===== config.mk =====
export PLATFORM = sky130hd
export DESIGN_NAME = conv2_act_sequencer_flat
export DESIGN_NICKNAME = d
export VERILOG_FILES = /design/src/rtl/conv2_act_sequencer_if.sv /design/src/rtl/conv2_act_sequencer.sv /design/src/flat_wrapper.sv
export SDC_FILE = /design/constraint.sdc
export NUM_CORES = 1
export LEC_CHECK = 0
export BUFFER_PORTS_ARGS = -buffer_cell sky130_fd_sc_hd__buf_2
export CORE_ASPECT_RATIO = 2
export CORE_MARGIN = 2
export CORE_UTILIZATION = 55
export DETAILED_ROUTE_END_ITERATION = 8
export GPL_ROUTABILITY_DRIVEN = 0
export GPL_TIMING_DRIVEN = 0
export MAX_ROUTING_LAYER = met4
export PLACE_DENSITY = 0.91
export SKIP_CTS_REPAIR_TIMING = 1
export SKIP_LAST_GASP = 1
export SLEW_MARGIN = 10
export SYNTH_ARGS = -nofsm -noshare
export SYNTH_HDL_FRONTEND = slang
export SYNTH_SLANG_ARGS = --single-unit

===== constraint.sdc =====
create_clock -name clk -period 3 [get_ports clk]
set_clock_uncertainty 0.05 [all_clocks]
set_input_delay 0.6 -clock clk [delete_from_list [all_inputs] [get_ports clk]]
set_output_delay 0.6 -clock clk [all_outputs]
set_load 0.01 [all_outputs]

===== src/rtl/conv2_act_sequencer_if.sv =====
// Stream-in / buffer-write bundle for the conv layer 2 output sequencer.
// slave is the sequencer side, master is the PE-array / output-buffer side.
interface conv2_act_sequencer_if #(
  parameter int PACK   = 4,
  parameter int ADDR_W = 10
);
  logic                in_valid;
  logic [15:0]         in_data;
  logic                in_ready;
  logic                wr_en;
  logic [ADDR_W-1:0]   wr_addr;
  logic [8*PACK-1:0]   wr_data;
  logic                wr_ready;

  modport master (
    output in_valid, in_data, wr_ready,
    input  in_ready, wr_en, wr_addr, wr_data
  );

  modport slave (
    input  in_valid, in_data, wr_ready,
    output in_ready, wr_en, wr_addr, wr_data
  );
endinterface


===== src/rtl/conv2_act_sequencer.sv =====
// Conv layer 2 output sequencer: quantises 16-bit accumulator samples to 8 bits,
// packs PACK bytes per word and writes them to consecutive output buffer addresses.
module conv2_act_sequencer #(
  parameter int PACK   = 4,
  parameter int ADDR_W = 10,
  parameter int LEN_W  = 12
) (
  input  logic              clk,
  input  logic              rst_n,
  input  logic              start,
  input  logic [ADDR_W-1:0] base_addr,
  input  logic [LEN_W-1:0]  num_pix,
  output logic              busy,
  output logic              done,
  conv2_act_sequencer_if.slave bus
);
  localparam int LW = $clog2(PACK);

  localparam logic [1:0] IDLE = 2'd0;
  localparam logic [1:0] RUN  = 2'd1;
  localparam logic [1:0] DONE = 2'd2;

  logic [1:0]        state;
  logic [LW-1:0]     lane;
  logic [LEN_W-1:0]  remaining;
  logic [8*PACK-1:0] pack_q;
  logic [8*PACK-1:0] pack_ins;
  logic [7:0]        qbyte;
  logic              acc;
  logic              last;
  logic              word_done;
  logic              hs;

  assign qbyte = {bus.in_data[15], bus.in_data[9:3]};

  // remaining gate stops extra samples being taken while the final word waits
  assign bus.in_ready = (state == RUN) && (remaining != '0) &&
                        (!bus.wr_en || bus.wr_ready);
  assign acc       = bus.in_valid && bus.in_ready;
  assign last      = (remaining == LEN_W'(1));
  assign word_done = acc && ((lane == LW'(PACK-1)) || last);
  assign hs        = bus.wr_en && bus.wr_ready;

  always_comb begin
    pack_ins = pack_q;
    pack_ins[8*lane +: 8] = qbyte;
  end

  always_ff @(posedge clk or negedge rst_n) begin
    if (!rst_n) begin
      state       <= IDLE;
      lane        <= '0;
      remaining   <= '0;
      pack_q      <= '0;
      bus.wr_en   <= 1'b0;
      bus.wr_addr <= '0;
      bus.wr_data <= '0;
      busy        <= 1'b0;
      done        <= 1'b0;
    end else begin
      case (state)
        IDLE: begin
          if (start) begin
            bus.wr_addr <= base_addr;
            remaining   <= num_pix;
            lane        <= '0;
            pack_q      <= '0;
            busy        <= 1'b1;
            if (num_pix == '0) begin
              state <= DONE;
              done  <= 1'b1;
            end else begin
              state <= RUN;
            end
          end
        end
        RUN: begin
          if (acc) begin
            remaining <= remaining - 1'b1;
            if (word_done) begin
              bus.wr_data <= pack_ins;
              pack_q      <= '0;
              lane        <= '0;
            end else begin
              pack_q <= pack_ins;
              lane   <= lane + 1'b1;
            end
          end
          if (hs) bus.wr_addr <= bus.wr_addr + 1'b1;
          // a completing word re-arms wr_en even when the previous write retires now
          if (word_done)  bus.wr_en <= 1'b1;
          else if (hs)    bus.wr_en <= 1'b0;
          if (hs && !word_done && (remaining == '0)) begin
            state <= DONE;
            done  <= 1'b1;
          end
        end
        DONE: begin
          state <= IDLE;
          done  <= 1'b0;
          busy  <= 1'b0;
        end
        default: begin
          state <= IDLE;
          done  <= 1'b0;
          busy  <= 1'b0;
        end
      endcase
    end
  end
endmodule


===== src/flat_wrapper.sv =====
// flat-port wrapper written by rule: the top's interface ports become plain ports
module conv2_act_sequencer_flat 
#(
  parameter int PACK   = 4,
  parameter int ADDR_W = 10,
  parameter int LEN_W  = 12
)
  (clk, rst_n, start, base_addr, num_pix, busy, done, bus_in_valid, bus_in_data, bus_wr_ready, bus_in_ready, bus_wr_en, bus_wr_addr, bus_wr_data);
  conv2_act_sequencer_if #(.PACK(PACK), .ADDR_W(ADDR_W)) bus_i ();
  input  logic clk;
  input  logic rst_n;
  input  logic start;
  input  logic [ADDR_W-1:0] base_addr;
  input  logic [LEN_W-1:0] num_pix;
  output logic busy;
  output logic done;
  input wire logic [$bits(bus_i.in_valid)-1:0] bus_in_valid;
  input wire logic [$bits(bus_i.in_data)-1:0] bus_in_data;
  input wire logic [$bits(bus_i.wr_ready)-1:0] bus_wr_ready;
  output wire logic [$bits(bus_i.in_ready)-1:0] bus_in_ready;
  output wire logic [$bits(bus_i.wr_en)-1:0] bus_wr_en;
  output wire logic [$bits(bus_i.wr_addr)-1:0] bus_wr_addr;
  output wire logic [$bits(bus_i.wr_data)-1:0] bus_wr_data;
  assign bus_i.in_valid = bus_in_valid;
  assign bus_i.in_data = bus_in_data;
  assign bus_i.wr_ready = bus_wr_ready;
  assign bus_in_ready = bus_i.in_ready;
  assign bus_wr_en = bus_i.wr_en;
  assign bus_wr_addr = bus_i.wr_addr;
  assign bus_wr_data = bus_i.wr_data;
  conv2_act_sequencer #(.PACK(PACK), .ADDR_W(ADDR_W), .LEN_W(LEN_W)) u_core (.clk(clk), .rst_n(rst_n), .start(start), .base_addr(base_addr), .num_pix(num_pix), .busy(busy), .done(done), .bus(bus_i));
endmodule

==> run metrics, run 1 <==
Synth Area in Adders=0.02211; CP Class=reg -> out; Core ar.=7943 µm²; Syn Inst Count=460; Num CTS Buffers=9; Post-synth EDFFs=0; Die Width=approximately 68 µm; post-synth top area share=0.5140; MaxCap Viol Count=0; DR pass1 iterations=5; nets=about 600; largest family of logic cells by synthesized area=compound AO/OA/AOI/OAI gates; top post-synthesis cells by count=93 x dfrtp_1, 60 x a21oi_1, 58 x nand2_1, 48 x o21ai_0, 22 x nor2b_1; overflow left after global routing=0; syn_nets=511; buffers added on ports=80; 1st-iter DRT viols=394; CP startpoint kind=flip-flop; initial antenna violation count=0; Async SR Flop Fraction=1.000; die outline height=132.3 µm; simple-gate share of the synthesized area=0.1965; Final setup viols=0; Worst R2R Setup Slack=0.17 ns; Worst R2R Path Depth=6; clock sinks=93; Final Max Tran Viols=0; XOR/XNOR Fraction of Synth Area=0; Switch Pwr=0.001629 W; Final period util=0.9470; Worst-path clk slew=0.06 ns; DRT Wirelength=11.72 mm; Hold WS=0.2579 ns; most frequent cell after synthesis=dfrtp_1; CTS tree=yes; Yosys reg bits=93; Vias/cell=around 6.2; post-synthesis mux area share=0.006632; # diodes=0; first-pass GRT wire length=18.99 mm; Initial Utilization=0.5701; Synth Warn #=0; Area growth syn-to-layout=19.45%; Top FF cell, synth=dfrtp_1; Final Hold Viols=0; Slew headroom=0.2561; sequential area share after synthesis=0.5140; setup TNS=0 ns; share of cells above drive strength 1=0.2406; die area=9019 µm²; Post-DP HPWL=around 8.5 mm; PwrDens=~860 nW/µm²; CP Data Required Time=2.35 ns; Avg Inst Size Synth=just under 10 µm²; number of core rows=46; RR Endpoint=u_core.pack_q[23]; status=finished clean; DR WL/cell=17.95 µm; top cells by area, synth=dfrtp_1 51%, a21oi_1 6.6%, o21ai_0 5.3%, nand2_1 4.8%, a22o_1 3.3%; IR drop worst, VDD=609.3 µV; crit path DAT=2.19 ns; RSZ-0062 raised after global routing=false; gr usage total=0.2840; Ports=89; Max Root-Sink Buffers=2; clk_lat worst skew=0.34 ns; total number of vias=between 4,000 and 5,000; worst min path class=in -> async; vias in the first global route=3,948; Worst-Margin Slew=1.107 ns; area of the mapped netlist=4528 µm²; clock root buffer=clkbuf_16; logic gate share of total power=0.324; largest net degree at the start of global routing=57; post-synthesis cell type count=51; Net Sw Frac=0.3503; Synth Area in Compound Gates=0.2249; fill count=601; residual DRC count=0; Critical Path End Type=primary output; internal power=a little over 0.003 W; min Tclk post-route=2.841 ns; deepest level of the CTS H-tree=3; sequential power share=0.411; Crit Path Max Fanout=6; post-synth top area cell=dfrtp_1; Max Fclk=roughly 0.35 GHz; power share of the clock group=0.265; Leak=2.618 nW; post-route ant nets=0; reg2reg start=u_core.lane[0]
## worst max-delay path: stages, from the launching register on
cell and delay, ns:
dfrtp_1 0.41, inv_1 0.12, ha_1 0.23, nor3b_2 0.34, nand3_1 0.35, and3_1 0.27
buf_2 0.14
## layer usage
layer,track usage,routed length (µm),vias to the layer above
met1,0.3134,4194,1969
met3,0.03757,600,39
met5,-,0,-
met2,0.4881,6447,193
met4,0.1278,482,0
li1,-,-,1838
## sequential cells by signal (all words and copies together) (netlist names)
register and flops:
u_core.remaining 12, u_core.bus.wr_en 1, u_core.done 1, u_core.lane 2
u_core.bus.wr_addr 10, u_core.state 2, u_core.pack_q 32, u_core.bus.wr_data 32
u_core.busy 1
## per-stage QoR
stage	utilization	instance area, µm²	total power [W]	std cells	setup WS [ns]
2_1_floorplan	-	4528	0.002869	460	0.8753
3_3_place_gp	0.6356	5049	0.003313	636	0.3753
3_5_place_dp	0.6385	5071	0.003409	637	0.3071
4_1_cts	0.6802	5403	0.004634	653	0.2037
5_1_grt	0.6810	5409	0.004908	653	0.05237
6_report	0.6810	5409	0.004651	653	0.1591
## worst max path at each step
stage / start / end / slack [ns] / cells after the start
floorplan: u_core.lane[0] / u_core.pack_q[16] / 0.88 / 6
global placement: u_core.lane[0] / u_core.pack_q[23] / 0.38 / 6
detailed placement: u_core.lane[0] / u_core.pack_q[23] / 0.31 / 6
CTS: u_core.remaining[0] / bus_in_ready / 0.20 / 6
global route: u_core.lane[0] / u_core.pack_q[16] / 0.05 / 6
finish: u_core.remaining[0] / bus_in_ready / 0.16 / 6
## power by group through the flow
stage	Sequential [W]	Combinational (W)	Clock [W]
final	0.00191	0.00151	0.00123
after global routing	0.00195	0.00168	0.00127
after CTS	0.00190	0.00150	0.00123
after detailed placement	0.00192	0.00149	0
after global placement	0.00190	0.00142	0
after floorplan	0.00195	0.000922	0
## kinds of logic after synthesis
| group | Yosys count |
|---|---|
| DFF | 93 |
| buffers and inverters | 30 |
| AOI/OAI and AO/OA | 166 |
| adders and majority gates | 8 |
| muxes | 3 |
| and+or+nand+nor | 160 |
## cells in the final DEF, fill, tap and decap left out, types with 4 or more instances in the layout
cell | synthesis | final
clkbuf_16 | 0 | 9
buf_2 | 4 | 83
clkbuf_1 | 10 | 10
nor2b_1 | 22 | 22
o21ai_0 | 48 | 48
ha_1 | 8 | 8
o22ai_1 | 6 | 6
a22o_1 | 17 | 17
nand3_1 | 13 | 13
dfrtp_1 | 93 | 93
nor3_1 | 7 | 7
inv_1 | 6 | 6
a21oi_1 | 60 | 60
o21ai_1 | 7 | 7
and2b_1 | 11 | 11
nor2_1 | 12 | 12
and2_1 | 9 | 9
clkbuf_8 | 0 | 5
nor4_1 | 4 | 4
a22o_2 | 8 | 8
nand2_1 | 58 | 58
buf_4 | 6 | 7
## layout make-up
type                       instances  area (µm²)  area share
tap                               96       120.1     0.02221
sequential                        93        2327      0.4303
clock inverter                     2       37.54    0.006940
inverter                           6       22.52    0.004164
clock buffer                      14       294.0     0.05436
timing repair buffer              81       422.9     0.07819
multi-input combinational        337        2044      0.3780
buffer                            24       140.1     0.02591
No activity file was read; power rests on OpenSTA's default activity.
==> run 2, diff against run 1 <==
--- a/config.mk
+++ b/config.mk
@@ -9,10 +9,10 @@
 export CORE_ASPECT_RATIO = 2
 export CORE_MARGIN = 2
 export CORE_UTILIZATION = 55
+export CTS_CLUSTER_DIAMETER = 30
 export DETAILED_ROUTE_END_ITERATION = 8
 export GPL_ROUTABILITY_DRIVEN = 0
 export GPL_TIMING_DRIVEN = 0
-export MAX_ROUTING_LAYER = met4
 export PLACE_DENSITY = 0.91
 export SKIP_CTS_REPAIR_TIMING = 1
 export SKIP_LAST_GASP = 1
==> constraint.sdc (replaced) <==
create_clock -name clk -period 2.7 [get_ports clk]
set_clock_uncertainty 0.05 [all_clocks]
set_input_delay 0.54 -clock clk [delete_from_list [all_inputs] [get_ports clk]]
set_output_delay 0.54 -clock clk [all_outputs]
set_load 0.01 [all_outputs]
==> run 2 against run 1 <==
  * Worst setup slack worse by 0.054 ns
  * Critical path type is now reg -> reg
  * Worst hold slack worse by 0.050 ns
  * Critical path depth up 1
  * Die area unchanged
==> run metrics, run 2 (synthesized netlist as in run 1, its figures left out) <==
reg2reg start=u_core.lane[0]; Worst path max stage delay=0.46 ns (+0.05 ns); first-pass GRT wire length=18.98 mm (about the same); crit path DAT=2.82 ns (+0.63 ns); Die Width=68.16 µm (unchanged); CP startpoint kind=flip-flop; CTS tree=yes; Net Sw Frac=0.3530 (+0.002797); nets=603 (unchanged); overflow left after global routing=0 (unchanged); final instance area=5438 µm² (+0.53%); deepest level of the CTS H-tree=3 (unchanged); placed inst area=5071 µm² (unchanged); setup TNS=0 ns (unchanged); Final Max Tran Viols=0 (unchanged); Top Registers=u_core.bus.wr_data: 32 flops, u_core.pack_q: 32 flops, u_core.remaining: 12 flops; MaxCap Viol Count=0 (unchanged); CP Class=reg -> reg; number of core rows=46 (unchanged); Core ar.=7943 µm² (unchanged); power share of the clock group=0.263 (-0.002); IR drop worst, VDD=670.3 µV (+10%); Critical-path top delay cell=dfrtp_1; clock sinks=93 (unchanged); Critical Path End Type=flip-flop; CP Cell Sequence=inv_1 > ha_1 > buf_2 > nor4bb_1 > buf_1 > nor3b_4 > a22o_1; RSZ-0062 raised after global routing=false; utilization after layout=0.6846 (+0.003623); RR Endpoint=u_core.pack_q[0]; worst min path class=in -> async; total number of vias=4,011 (-0.69%); Switch Pwr=0.001837 W (+13%); share of cells above drive strength 1=0.2460 (+0.005386); Ports=89 (unchanged); Max Root-Sink Buffers=2 (unchanged); Leak=2.623 nW (+0.19%); Final period util=0.9612; largest net degree at the start of global routing=57 (unchanged); DRT Wirelength=11.75 mm (+0.22%); Hold WS=0.2083 ns (-0.04963 ns); PwrDens=956.8 nW/µm² (+11%); Final setup viols=0 (unchanged); clock root buffer=clkbuf_16; DR WL/cell=17.99 µm (+0.22%); Worst R2R Setup Slack=0.10 ns (-0.07 ns); sequential power share=0.410 (about the same); Worst-path clk slew=0.06 ns (about the same); CP Data Required Time=2.93 ns (+0.58 ns); DR pass1 iterations=7 (+2); Num CTS Buffers=9 (unchanged); min Tclk post-route=2.595 ns; 1st-iter DRT viols=419 (+6.3%); initial antenna violation count=0 (unchanged); buffers added on ports=80 (unchanged); Initial Utilization=0.5701 (unchanged); status=finished clean; Vias/cell=6.142 (-0.69%); # diodes=0 (unchanged); internal power=0.003366 W (+11%); residual DRC count=0 (unchanged); vias in the first global route=3,955 (+0.18%); clk_lat worst skew=0.34 ns (about the same); post-route ant nets=0 (unchanged); logic gate share of total power=0.327 (+0.003); die outline height=132.3 µm (unchanged); gr usage total=0.2759 (-0.008151); Slew headroom=0.5182 (+0.2621); Worst-Margin Slew=0.7227 ns (-0.3846 ns); Final Hold Viols=0 (unchanged); Post-DP HPWL=8.450 mm (unchanged); Area growth syn-to-layout=20.09%; most frequent cells in the layout=93 x dfrtp_1, 83 x buf_2, 60 x a21oi_1, 58 x nand2_1, 48 x o21ai_0; die area=9019 µm² (unchanged); Worst R2R Path Depth=7 (+1); commonest non-fill, non-tap cell in the layout=dfrtp_1; Max Fclk=0.3853 GHz; Crit Path Max Fanout=10 (+4)
==> run 2: cell counts in the layout (fill, tap and decap cells not counted) <==
Identical to the previous run, type by type.
==> run 2: power by group through the flow <==
| stage | Clock, W | Sequential, W | Combinational [W] |
|---|---|---|---|
| final | 0.00137 | 0.00213 | 0.00170 |
| after global routing | 0.00142 | 0.00218 | 0.00190 |
| after CTS | 0.00137 | 0.00211 | 0.00167 |
| after detailed placement | 0 | 0.00214 | 0.00165 |
| after global placement | 0 | 0.00211 | 0.00157 |
| after floorplan | 0 | 0.00216 | 0.00102 |
==> run 2: critical path, delay by kind of cell, from the launching register on <==
family,cells,cell delay [ns]
flops,1,0.46
buf+inv,3,0.80
fa+ha+maj,1,0.17
compound gates,1,0.20
simple gates,2,0.84
==> run 2: final cells by class <==
cell class	instances	area, µm²
Timing Repair Buffer	81	422.9
Multi-Input combinational cell	337	2073
Fill cell	592	2505
Buffer	24	140.1
Inverter	6	22.52
Clock inverter	2	37.54
Clock buffer	14	294.0
Tap cell	96	120.1
Sequential cell	93	2327
==> run 2: layer usage <==
layer  global-route usage  vias up  share of wire
met3              0.04014       39          0.055
met1               0.3111     1949           0.35
met2               0.4865      195           0.55
met4               0.1300        0          0.045
li1                     -     1828              -
met5                    0        -              0
==> run 2: worst max path at each step <==
| stage | endpoint | slack [ns] | cells past startpoint | startpoint |
|---|---|---|---|---|
| final | u_core.pack_q[0] | 0.10 | 7 | u_core.lane[0] |
| after global routing | u_core.pack_q[0] | 0.01 | 7 | u_core.lane[0] |
| after CTS | bus_in_ready | -0.04 | 6 | u_core.remaining[0] |
| after detailed placement | u_core.pack_q[23] | 0.007 | 6 | u_core.lane[0] |
| after global placement | u_core.pack_q[23] | 0.08 | 6 | u_core.lane[0] |
| after floorplan | u_core.pack_q[16] | 0.58 | 6 | u_core.lane[0] |
==> run 2: stage by stage <==
stage          total power (W)  std cells  worst slack, ns
6_report              0.005203        653           0.1048
5_1_grt               0.005493        653          0.01238
4_1_cts               0.005149        653         -0.03630
3_5_place_dp          0.003788        637         0.007099
3_3_place_gp          0.003681        636          0.07530
2_1_floorplan         0.003187        460           0.5753
==> run 3, diff against run 2 <==
--- a/config.mk
+++ b/config.mk
@@ -6,14 +6,17 @@
 export NUM_CORES = 1
 export LEC_CHECK = 0
 export BUFFER_PORTS_ARGS = -buffer_cell sky130_fd_sc_hd__buf_2
+export CELL_PAD_IN_SITES_DETAIL_PLACEMENT = 1
+export CELL_PAD_IN_SITES_GLOBAL_PLACEMENT = 1
 export CORE_ASPECT_RATIO = 2
-export CORE_MARGIN = 2
-export CORE_UTILIZATION = 55
+export CORE_MARGIN = 4
+export CORE_UTILIZATION = 42
 export CTS_CLUSTER_DIAMETER = 30
 export DETAILED_ROUTE_END_ITERATION = 8
 export GPL_ROUTABILITY_DRIVEN = 0
 export GPL_TIMING_DRIVEN = 0
-export PLACE_DENSITY = 0.91
+export HOLD_SLACK_MARGIN = 0.12
+export PLACE_DENSITY = 0.9
 export SKIP_CTS_REPAIR_TIMING = 1
 export SKIP_LAST_GASP = 1
 export SLEW_MARGIN = 10
==> run 3 against run 2 <==
  * Combinational power up 4%
  * Fmax increased by 0.63%
  * Via count is 0.37% lower
  * Worst setup slack better by 0.016 ns
  * Clock power fell by 5%
  * Critical endpoint is now bus_in_ready
  * Register-to-register slack improved by 0.07 ns
  * Final cell count increased by 6.7%
  * Die area grew 40%
  * Worst hold slack improved by 0.19 ns
  * Critical path type is now reg -> out
==> run metrics, run 3 (synthesized netlist as in run 1, its figures left out) <==
die outline height=154.8 µm (+17%); crit path DAT=1.99 ns (-0.83 ns); Max Fclk=0.3878 GHz (+0.63%); Critical Path End Type=primary output; # diodes=0 (unchanged); Leak=2.626 nW (about the same); nets=606 (+0.50%); Hold WS=0.4009 ns (+0.1926 ns); die area=12,610 µm² (+40%); residual DRC count=0 (unchanged); final instance area=5485 µm² (+0.87%); initial antenna violation count=0 (unchanged); Critical path buffers and inverters=4 (+1); deepest level of the CTS H-tree=3 (unchanged); most frequent cells in the layout=93 x dfrtp_1, 83 x buf_2, 60 x a21oi_1, 58 x nand2_1, 48 x o21ai_0; largest net degree at the start of global routing=64 (+12%); Multi-input gate area=2066 µm² (-0.36%); clock root buffer=clkbuf_16; min Tclk post-route=2.579 ns (-0.01625 ns); critical path's top delay family=buffers and inverters; Worst path max stage delay=0.41 ns (-0.05 ns); clock sinks=93 (unchanged); Final period util=0.9552 (-0.006017); Worst-Margin Slew=0.7069 ns (-0.01582 ns); worst min path class=in -> reg; Crit Path Max Fanout=10 (unchanged); first-pass GRT wire length=22.42 mm (+18%); PwrDens=949.3 nW/µm² (-0.78%); Final Hold Viols=0 (unchanged); Worst-path clk slew=0.07 ns (about the same); Final Max Tran Viols=0 (unchanged); MaxCap Viol Count=0 (unchanged); M1 WL=4.932 mm (+20%); Post-Layout Cell Count=697 (+6.7%); Critical Path Most Common Cell=buf_2; status=finished clean; share of cells above drive strength 1=0.2464 (+0.0004681); Post-DP HPWL=9.999 mm (+18%); total number of vias=3,996 (-0.37%); Num CTS Buffers=9 (unchanged); DR pass1 iterations=4 (-3); placed inst area=5130 µm² (+1.2%); DRT Wirelength=13.95 mm (+19%); CTS tree=yes; register area=2327 µm² (unchanged); Critical-path top delay cell=clkbuf_1; number of core rows=53 (+15%); gr usage total=0.2322 (-0.04372); placed insts=678 (+6.4%); Area growth syn-to-layout=21.14%; DR WL/cell=20.02 µm (+11%); uppermost layer routed=met4; CP Class=reg -> out; IR drop worst, VDD=492.4 µV (-27%); Initial Utilization=0.4295 (-0.1406); DR WL met2=7.963 mm (+23%); CP Data Required Time=2.11 ns (-0.82 ns); RSZ-0062 raised after global routing=true; Core ar.=10,540 µm² (+33%); CP startpoint kind=flip-flop; Worst R2R Path Depth=6 (-1); WP depth=6 (-1); Vias/cell=5.733 (-6.7%); overflow left after global routing=0 (unchanged); Ports=89 (unchanged); Slew headroom=0.5275 (+0.009312); Top Registers=u_core.bus.wr_data: 32 flops, u_core.pack_q: 32 flops, u_core.remaining: 12 flops; commonest non-fill, non-tap cell in the layout=dfrtp_1; vias in the first global route=4,422 (+12%); 1st-iter DRT viols=266 (-37%); fill count=1,225 (+110%); post-route ant nets=0 (unchanged); total power=0.005207 W (about the same); CP Cell Sequence=buf_6 > nor2b_1 > buf_2 > clkbuf_1 > and3_1 > buf_2; buffers added on ports=80 (unchanged); Final setup viols=0 (unchanged); Max Root-Sink Buffers=2 (unchanged); hold path depth=3; Die Width=81.42 µm (+19%); routed length on met3=520 µm (-20%); clk_lat worst skew=0.34 ns (about the same)
## run 3: changes by cell type in the layout (fill, tap and decap cells not counted)
cell / change
buf_12: -1
buf_16: +1
buf_4: +2
clkbuf_1: +1
clkbuf_8: -4
clkinv_2: +1
clkinv_4: +2
dlygate4sd3_1: +1
nand3_2: +1
nand3_4: -1
## run 3: worst register-to-register path, cell delays in order (launching register included)
cell and delay [ns]:
dfrtp_1 0.47, inv_1 0.25, ha_1 0.41, nand2_1 0.12, nor3_2 0.48, nor3b_4 0.47
a22o_2 0.21
## run 3: worst paths after layout
check,from,end,slack [ns]
setup / recovery,u_core.state[0],bus_in_ready,0.12
max in group asynchronous,rst_n,u_core.bus.wr_data[3],1.31
min in group asynchronous,rst_n,u_core.bus.wr_data[25],0.63
setup reg to reg,u_core.lane[0],u_core.pack_q[21],0.17
hold / removal,base_addr[1],u_core.bus.wr_addr[1],0.40
hold reg to reg,u_core.bus.wr_data[19],u_core.bus.wr_data[19],0.42
## run 3: cell type report
| cell class | count | area share |
|---|---|---|
| sequential | 93 | 0.4243 |
| clock buffer | 11 | 0.04425 |
| timing repair buffer | 84 | 0.08303 |
| tap | 137 | 0.03125 |
| clock inverter | 5 | 0.01095 |
| inverter | 6 | 0.004106 |
| multi-input combinational | 337 | 0.3766 |
| buffer | 24 | 0.02555 |
## run 3: stage by stage
| step | utilization | TNS (ns) | worst slack [ns] |
|---|---|---|---|
| global route | 0.5202 | -0.4211 | -0.04527 |
| finish | 0.5202 | 0 | 0.1211 |
| CTS | 0.5152 | -0.6006 | -0.1395 |
| detailed placement | 0.4865 | 0 | 0.01771 |
| floorplan | - | 0 | 0.5753 |
| global placement | 0.4837 | 0 | 0.09308 |
## run 3: where the power goes
part / switching [W] / internal (W) / leakage (nW)
registers: 0.000333 / 0.00181 / 1.25
clock network: 0.000551 / 0.000745 / 0.146
logic: 0.00104 / 0.000732 / 1.23
total: 0.00192 / 0.00328 / 2.63
## run 3: metal layers
layer | global-route usage | up-vias
li1 | - | 1838
met1 | 0.2393 | 1996
met2 | 0.4265 | 124
met3 | 0.04487 | 38
met4 | 0.1168 | 0
met5 | 0 | -
